--- src/rtl/packet_tx_reader_pkg.sv ---
// Shared definitions for the packet transmit reader.
// Holds the FSM state encoding, the fixed framing bytes, the default widths
// shared with the receive-side packet store, and a small helper for sizing.
package packet_tx_reader_pkg;

  // Default widths, identical to the receive-side store so both sides agree
  // on the packet memory layout and the length FIFO word.
  localparam int ADDR_W = 14;
  localparam int LEN_W  = 11;

  // Framing bytes.
  localparam logic [7:0] PREAMBLE_BYTE = 8'h55;
  localparam logic [7:0] SFD_BYTE      = 8'hD5;

  // Transmit FSM states. The state names describe what is on the TX outputs
  // during the current cycle.
  typedef enum logic [2:0] {
    ST_IDLE = 3'd0,
    ST_PRE  = 3'd1,
    ST_SFD  = 3'd2,
    ST_DATA = 3'd3,
    ST_IPG  = 3'd4
  } tx_state_e;

  function automatic int max_int(input int a, input int b);
    return (a > b) ? a : b;
  endfunction

endpackage

--- src/rtl/packet_tx_reader_tx_frame_counter.sv ---
// tx_frame_counter: loadable down-counter with a terminal flag.
// Shared by the preamble, data and inter-packet-gap phases of the TX FSM.
// Ports:
//   clk_i       clock
//   rst_ni      asynchronous active-low reset
//   load_i      load load_val_i (has priority over dec_i)
//   load_val_i  number of cycles in the phase being entered
//   dec_i       decrement by one (saturates at zero)
//   last_o      high while the count is 1, i.e. the final cycle of a phase
module tx_frame_counter #(
  parameter int P_W = 11
) (
  input  logic           clk_i,
  input  logic           rst_ni,
  input  logic           load_i,
  input  logic [P_W-1:0] load_val_i,
  input  logic           dec_i,
  output logic           last_o
);

  logic [P_W-1:0] cnt_q;
  logic [P_W-1:0] cnt_d;

  always_comb begin
    cnt_d = cnt_q;
    if (load_i) begin
      cnt_d = load_val_i;
    end else if (dec_i && (cnt_q != '0)) begin
      cnt_d = cnt_q - 1'b1;
    end
  end

  always_ff @(posedge clk_i or negedge rst_ni) begin
    if (!rst_ni) begin
      cnt_q <= '0;
    end else begin
      cnt_q <= cnt_d;
    end
  end

  assign last_o = (cnt_q == P_W'(1));

endmodule

--- src/rtl/packet_tx_reader.sv ---
// packet_tx_reader: pops packet lengths from the length FIFO, fetches the
// packet bytes from packet memory and serialises each packet onto an 8-bit
// MII-style TX interface as preamble, SFD, data, then an inter-packet gap.
// Ports:
//   iclk          clock (rising edge)
//   i_rst_n       asynchronous active-low reset
//   i_en          transmit enable, only looked at while idle
//   i_len_empty   length FIFO empty flag
//   i_len_data    length FIFO head word (first-word-fall-through)
//   o_len_rd      one-cycle FIFO pop strobe
//   o_mem_addr    packet memory read address
//   i_mem_data    packet memory read data, one cycle after o_mem_addr
//   o_tx_en       transmit enable to PHY
//   o_txd         transmit data
//   o_busy        high whenever the FSM is not idle
//   o_frame_done  one-cycle pulse on the first IPG cycle
//   o_rd_ptr      base address of the next packet in memory
//   o_dbg_state   current FSM state
//
// Length FIFO handshake: the head word is valid whenever i_len_empty=0.
// o_len_rd is high for exactly one cycle, and in that cycle the head word is
// both consumed by the FIFO and captured here; a pop is only ever issued
// after seeing i_len_empty=0, and the FIFO cannot empty itself without a pop.
//
// Every output is a register. The state register therefore describes what
// the TX outputs show in the current cycle, and the next-state logic computes
// the outputs for the following cycle.
module packet_tx_reader
  import packet_tx_reader_pkg::*;
#(
  parameter int P_ADDR_W  = ADDR_W,
  parameter int P_LEN_W   = LEN_W,
  parameter int P_PRE_LEN = 7,
  parameter int P_IPG     = 12
) (
  input  logic                iclk,
  input  logic                i_rst_n,
  input  logic                i_en,
  input  logic                i_len_empty,
  input  logic [P_LEN_W-1:0]  i_len_data,
  output logic                o_len_rd,
  output logic [P_ADDR_W-1:0] o_mem_addr,
  input  logic [7:0]          i_mem_data,
  output logic                o_tx_en,
  output logic [7:0]          o_txd,
  output logic                o_busy,
  output logic                o_frame_done,
  output logic [P_ADDR_W-1:0] o_rd_ptr,
  output logic [2:0]          o_dbg_state
);

  // One counter serves all timed phases, so it is sized for the longest.
  localparam int CNT_W = max_int(P_LEN_W,
                                 max_int($clog2(P_PRE_LEN + 1), $clog2(P_IPG + 1)));

  tx_state_e           state_q, state_d;
  logic [P_LEN_W-1:0]  len_q, len_d;
  logic [P_ADDR_W-1:0] rd_ptr_q, rd_ptr_d;
  logic [P_ADDR_W-1:0] addr_q, addr_d;
  logic                len_rd_q, len_rd_d;
  logic                tx_en_q, tx_en_d;
  logic [7:0]          txd_q, txd_d;
  logic                busy_q, busy_d;
  logic                frame_done_q, frame_done_d;

  logic                cnt_load;
  logic [CNT_W-1:0]    cnt_load_val;
  logic                cnt_dec;
  logic                cnt_last;

  tx_frame_counter #(
    .P_W (CNT_W)
  ) u_cnt (
    .clk_i      (iclk),
    .rst_ni     (i_rst_n),
    .load_i     (cnt_load),
    .load_val_i (cnt_load_val),
    .dec_i      (cnt_dec),
    .last_o     (cnt_last)
  );

  always_comb begin
    state_d      = state_q;
    len_d        = len_q;
    rd_ptr_d     = rd_ptr_q;
    addr_d       = addr_q;
    len_rd_d     = 1'b0;
    tx_en_d      = 1'b0;
    txd_d        = 8'h00;
    frame_done_d = 1'b0;
    cnt_load     = 1'b0;
    cnt_load_val = '0;
    cnt_dec      = 1'b0;

    unique case (state_q)
      ST_IDLE: begin
        if (len_rd_q) begin
          // Pop cycle: capture the head word; zero-length entries are dropped.
          len_d = i_len_data;
          if (i_len_data != '0) begin
            state_d      = ST_PRE;
            tx_en_d      = 1'b1;
            txd_d        = PREAMBLE_BYTE;
            cnt_load     = 1'b1;
            cnt_load_val = CNT_W'(P_PRE_LEN);
            addr_d       = rd_ptr_q;
          end
        end else if (i_en && !i_len_empty) begin
          len_rd_d = 1'b1;
        end
      end

      ST_PRE: begin
        tx_en_d = 1'b1;
        cnt_dec = 1'b1;
        if (cnt_last) begin
          // The packet base address is presented during the last preamble
          // cycle, so byte 0 is back from memory in the SFD cycle, exactly
          // when the first data byte must be registered.
          state_d = ST_SFD;
          txd_d   = SFD_BYTE;
          addr_d  = addr_q + 1'b1;
        end else begin
          txd_d   = PREAMBLE_BYTE;
        end
      end

      ST_SFD: begin
        state_d      = ST_DATA;
        tx_en_d      = 1'b1;
        txd_d        = i_mem_data;
        addr_d       = addr_q + 1'b1;
        cnt_load     = 1'b1;
        cnt_load_val = CNT_W'(len_q);
      end

      ST_DATA: begin
        cnt_dec = 1'b1;
        if (cnt_last) begin
          state_d      = ST_IPG;
          frame_done_d = 1'b1;
          rd_ptr_d     = rd_ptr_q + P_ADDR_W'(len_q);
          cnt_load     = 1'b1;
          cnt_load_val = CNT_W'(P_IPG);
        end else begin
          // Reads run one byte ahead; the final over-fetch is never used.
          tx_en_d = 1'b1;
          txd_d   = i_mem_data;
          addr_d  = addr_q + 1'b1;
        end
      end

      ST_IPG: begin
        cnt_dec = 1'b1;
        if (cnt_last) begin
          state_d = ST_IDLE;
        end
      end

      default: begin
        state_d = ST_IDLE;
      end
    endcase

    busy_d = (state_d != ST_IDLE);
  end

  always_ff @(posedge iclk or negedge i_rst_n) begin
    if (!i_rst_n) begin
      state_q      <= ST_IDLE;
      len_q        <= '0;
      rd_ptr_q     <= '0;
      addr_q       <= '0;
      len_rd_q     <= 1'b0;
      tx_en_q      <= 1'b0;
      txd_q        <= 8'h00;
      busy_q       <= 1'b0;
      frame_done_q <= 1'b0;
    end else begin
      state_q      <= state_d;
      len_q        <= len_d;
      rd_ptr_q     <= rd_ptr_d;
      addr_q       <= addr_d;
      len_rd_q     <= len_rd_d;
      tx_en_q      <= tx_en_d;
      txd_q        <= txd_d;
      busy_q       <= busy_d;
      frame_done_q <= frame_done_d;
    end
  end

  assign o_len_rd     = len_rd_q;
  assign o_mem_addr   = addr_q;
  assign o_tx_en      = tx_en_q;
  assign o_txd        = txd_q;
  assign o_busy       = busy_q;
  assign o_frame_done = frame_done_q;
  assign o_rd_ptr     = rd_ptr_q;
  assign o_dbg_state  = state_q;

endmodule

--- config.mk ---
export PLATFORM = sky130hd
export DESIGN_NAME = packet_tx_reader
export DESIGN_NICKNAME = d
export VERILOG_FILES = /design/src/rtl/packet_tx_reader_pkg.sv /design/src/rtl/packet_tx_reader_tx_frame_counter.sv /design/src/rtl/packet_tx_reader.sv
export SDC_FILE = /design/constraint.sdc
export NUM_CORES = 1
export LEC_CHECK = 0
export ABC_CLOCK_PERIOD_IN_PS = 3050
export CAP_MARGIN = 40
export CORE_ASPECT_RATIO = 2
export CORE_MARGIN = 4
export CORE_UTILIZATION = 26
export CTS_BUF_LIST = sky130_fd_sc_hd__clkbuf_2
export CTS_CLUSTER_DIAMETER = 60
export DETAILED_ROUTE_END_ITERATION = 16
export DONT_BUFFER_PORTS = 1
export PLACE_DENSITY_LB_ADDON = 0.12
export SYNTH_ARGS = -nofsm -noshare
export SYNTH_HDL_FRONTEND = slang
export SYNTH_SLANG_ARGS = --single-unit
--- constraint.sdc ---
create_clock -name iclk -period 3.05 [get_ports iclk]
set_clock_uncertainty 0.05 [all_clocks]
set_input_delay 0.1525 -clock iclk [delete_from_list [all_inputs] [get_ports iclk]]
set_output_delay 0.1525 -clock iclk [all_outputs]
set_load 0.02 [all_outputs]
### Word-level counts from Yosys, hierarchy flattened

Cells that the tools add are included.

* flip-flop bits (word level): 65
* output and inout port bits: 43
* input bits: 23

* mux-type cells: 33
* equality and inequality tests: 9
* add/subtract/negate cells: 3
* reduce and logical (&&, ||, !) cells: 14

Operator list (number)
* two-way mux 14 bit: 4
* one-hot mux 14 bit (4 select lines): 1
* one-hot mux 11 bit (3 select lines): 1
* one-hot mux 8 bit (4 select lines): 1
* two-way mux 11 bit: 2
* nonzero test 11 bit: 2
* two-way mux 3 bit: 7
* two-way mux 8 bit: 2
* one-hot mux 3 bit (5 select lines): 1
* adder 14 x 1 -> 14 bit, second input constant: 1
* adder 14 x 11 -> 14 bit: 1
* two-way mux 7 bit: 2
* equality test 11 x 1 -> 1 bit, second input constant: 1
* subtractor 11 x 1 -> 11 bit, second input constant: 1
* two-way mux 1 bit: 9
* != test 2 bit, second input constant: 4
* equality test 3 x 2 -> 1 bit, second input constant: 2
* one-hot mux 1 bit (3 select lines): 2
* AND reduction 5 bit: 1
* two-way mux 4 bit: 1
* AND reduction 2 bit: 2
* nonzero test 4 bit: 1
* equality test 3 x 1 -> 1 bit, second input constant: 1
* equality test 3 bit, second input constant: 1
* 7 further kinds: 8

### Logic depth before layout (Yosys ltp)

* depth after elaboration: 6
* gate-level depth with buffers: 8

### By module

A second synthesis with hierarchy kept.

* cells, all modules: 397
* area, all modules: 3734.8 um^2

By module, submodules not included
* packet_tx_reader: cells each 316, area an instance 3034.2 um^2, instances 1
* tx_frame_counter: cells each 81, area an instance 700.7 um^2, instances 1

### Worst setup path before layout

OpenSTA, ideal clock, no wires.

* path type: register to register
* start: reg rd_ptr_q[0], in the netlist o_rd_ptr[0]
* end: reg rd_ptr_q[10], in the netlist o_rd_ptr[10]
* data arrival time: 2041 ps
* setup slack: 813 ps
* stages on the path, launching flop included: 8
* buffers on the path: 0
* library setup time: 146 ps
* data required time: 2854 ps
* period minus slack after synthesis: 2237 ps
* path through: dfrtp_1 -> ha_1 -> fa_1 -> a211oi_1 -> o21ai_0 -> a31oi_1 -> mux2i_1 -> o311ai_0

* word-level cells in the longest chain between the ends: 1

RTL lines
* from (decl): RTL line packet_tx_reader.sv:58 `logic [P_ADDR_W-1:0] rd_ptr_q, rd_ptr_d;`
* from (signal assigned): RTL line packet_tx_reader.sv:182 `rd_ptr_q <= rd_ptr_d;`
* adder 14 x 11 -> 14 bit: RTL line packet_tx_reader.sv:142 `rd_ptr_d = rd_ptr_q + P_ADDR_W'(len_q);`

No other way between the ends.
A chain may end at the register's enable or synchronous reset.

### Worst setup path in the final report

Same ends and word-level chain as after synthesis.

==> impl_metrics.json <==
{
  "min_path_cells": 3,
  "totalNegativeSetupSlack_ns": 0,
  "clk_latency_ns": 0.54,
  "power_frac_comb": 0.032,
  "crit_fanout": 5,
  "finalCritPeriodShare": 0.857,
  "synth_top_area_share": 0.426,
  "post_cts_resize_count": 0,
  "drt-vias-per-instance": 5.18,
  "m1WireLength_mm": 4.55,
  "fin_total_pwr_uw": 1550,
  "hold_slack_ns": 0.0693,
  "final_antenna_net_count": 0,
  "firstDrtPassIters": 4,
  "syn_inst": 399,
  "gp_congestion": 0.755,
  "synth-seq-cells": 65,
  "met2_length_mm": 6.91,
  "highest_layer": "met4",
  "antenna_found_initial": 1,
  "hpwl_mm": 9.08,
  "worstPathArrival_ns": 2.97,
  "design_area_um2": 4450,
  "pwr-share-clk": 0.410,
  "routed_wl_mm": 12.3,
  "syn_nets": 438,
  "synth_area_leaders": "dfrtp_1 (43%), ha_1 (4.9%), nand2_1 (4.0%)",
  "grt_use_total": 0.153,
  "drc": 0,
  "ys_seq_area_frac": 0.426,
  "internal-power_uw": 1160,
  "ys_types": 60,
  "grt_max_degree": 66,
  "clock_path_buffers": 2,
  "p_sw_frac": 0.249,
  "wl_met3_um": 381,
  "numPortBuffers": 0,
  "start_kind": "register",
  "yosysWarnings": 0,
  "avgSynthCellArea_um2": 9.57,
  "cts_tree": "yes",
  "hold_path.class": "in -> reg",
  "syn_to_final_growth_pct": 16.7,
  "overflow": 0,
  "core_area_um2": 14400,
  "ir_drop_mv": 0.182,
  "cts_buffers": 9,
  "outcome": "completed",
  "start_util": 0.266,
  "synthArstFlopShare": 1.00,
  "h-tree-depth": 3,
  "endpoint_kind": "register",
  "fp.dieH_um": 179,
  "grt_setup_unrepaired": "false",
  "netSwitchingPower_uw": 386,
  "ios": 66,
  "reg2regPathDepth": 7,
  "grt_pass1_vias": 3379,
  "clock-sinks": 65,
  "hold_viol_final": 0,
  "initialDrtViolationCount": 149,
  "seqPwrFrac": 0.557,
  "final-setup-viol-count": 0,
  "yosysMostFrequentCell": "dfrtp_1",
  "required_ns": 3.41,
  "synth_top_flop_cell": "dfrtp_1",
  "ys_top_cells_by_count": "dfrtp_1 (65), nand2_1 (41), o21ai_0 (24), nor3_1 (21), nor2_1 (20)",
  "leakage_uw": 0.00190,
  "fmax_mhz": 383,
  "grt_pass1_wl_mm": 19.4,
  "tightest_slew_ns": 0.880,
  "drive_gt1_frac": 0.128,
  "yosys.area.top_type": "dfrtp_1",
  "vias": 3235,
  "synth.cell_area_um2": 3820,
  "slew_viol_final": 0,
  "power_density_nw_per_um2": 348,
  "utilization": 0.310,
  "routedWlPerCell_um": 19.7,
  "fill_cells": 1514,
  "ff2ff_setup_slack_ns": 0.44,
  "maxCapViolations": 0,
  "slew_headroom": 0.410,
  "nNetsFinal": 465,
  "finalCriticalPeriod_ns": 2.61,
  "dieArea_um2": 16800,
  "chipWidth_um": 93.7,
  "post_dp_cell_area_um2": 4060,
  "row_count": 62,
  "root_buffer": "clkbuf_2",
  "clkTransAtPathRegs_ns": 0.20,
  "crit_type": "reg -> reg",
  "synth-edff-count": 0
}
==> critical path: stages (launching register included) <==
cell      delay [ns]
dfrtp_1         0.55
ha_1            0.30
fa_1            0.43
a211oi_1        0.36
o21ai_0         0.20
a31oi_1         0.27
mux2i_1         0.21
o311ai_0        0.14
==> layout by cell type (no fill, tap or decap), types with 3 or more instances in the layout <==
cell type / instances
dfrtp_1: 65
nand2_1: 41
o21ai_0: 24
dlygate4sd3_1: 22
nor3_1: 21
nor2_1: 20
nand3_1: 18
a2bb2oi_1: 17
a21oi_1: 15
ha_1: 15
mux2_2: 12
a31oi_1: 11
buf_4: 11
inv_1: 10
and2_1: 10
xor2_1: 10
clkbuf_2: 10
a211oi_1: 6
o22a_1: 6
and3_1: 5
o22ai_1: 5
and4_1: 4
a21o_2: 4
o31ai_1: 4
nor3b_1: 4
or3_1: 3
nand4_1: 3
xnor2_1: 3
o21a_1: 3
==> final timing paths <==
kind	from	end
max	o_rd_ptr[0]	o_rd_ptr[10]
min	i_len_data[5]	o_dbg_state[0]
max reg2reg	o_rd_ptr[0]	o_rd_ptr[10]
min reg2reg	len_q[4]	len_q[4]
max in group asynchronous	i_rst_n	len_q[5]
min in group asynchronous	i_rst_n	o_mem_addr[5]
==> through the flow <==
| stage | setup WS [ns] | std cells |
|---|---|---|
| 4_1_cts | 0.383 | 623 |
| 2_1_floorplan | 0.813 | 399 |
| 5_1_grt | 0.282 | 624 |
| 3_5_place_dp | 0.415 | 584 |
| 3_3_place_gp | 0.456 | 584 |
| 6_report | 0.436 | 624 |
==> power by group through the flow <==
stage,logic (µW),registers (µW),clock network [µW]
2_1_floorplan,3.12,879,0
3_3_place_gp,3.94,879,0
3_5_place_dp,4.05,879,0
4_1_cts,52.8,864,670
5_1_grt,56.3,864,703
6_report,50.2,863,636
==> registers in the layout, summed over array words and instances (netlist names) <==
name          count
o_mem_addr       14
o_rd_ptr         14
len_q            11
u_cnt.cnt_q      11
o_txd             8
o_dbg_state       3
o_busy            1
o_frame_done      1
o_len_rd          1
o_tx_en           1
==> repair_timing <==
| action | 4_1_cts | 5_1_grt |
|---|---|---|
| hold buffers | 23 | 0 |
| buffers inserted | 0 | 0 |
| endpoints found under the hold margin | 87 | 0 |
==> layout make-up <==
cell class / count / area, µm² / area share
multi-input combinational: 306 / 2070 / 0.466
sequential: 65 / 1630 / 0.365
timing repair buffer: 34 / 330 / 0.0742
tap: 192 / 240 / 0.0539
clock inverter: 6 / 92.6 / 0.0208
clock buffer: 10 / 50.0 / 0.0112
inverter: 10 / 37.5 / 0.00843
antenna: 1 / 2.50 / 0.000562
==> routing by layer <==
| layer | track usage | vias to the layer above |
|---|---|---|
| li1 | - | 1555 |
| met1 | 0.160 | 1593 |
| met2 | 0.284 | 71 |
| met3 | 0.0330 | 16 |
| met4 | 0.0759 | 0 |
| met5 | 0 | - |
==> kinds of logic after synthesis <==
| kind of cell | Yosys count | share of synthesized area |
|---|---|---|
| AO/OA/AOI/OAI | 114 | 0.211 |
| XOR/XNOR | 13 | 0.0298 |
| AND/OR/NAND/NOR | 150 | 0.210 |
| adder cells (fa/ha/maj) | 16 | 0.0544 |
| flip-flops | 65 | 0.426 |
| buffers and inverters | 28 | 0.0308 |
| multiplexers | 13 | 0.0380 |
Power figures use the tool's default switching activity.
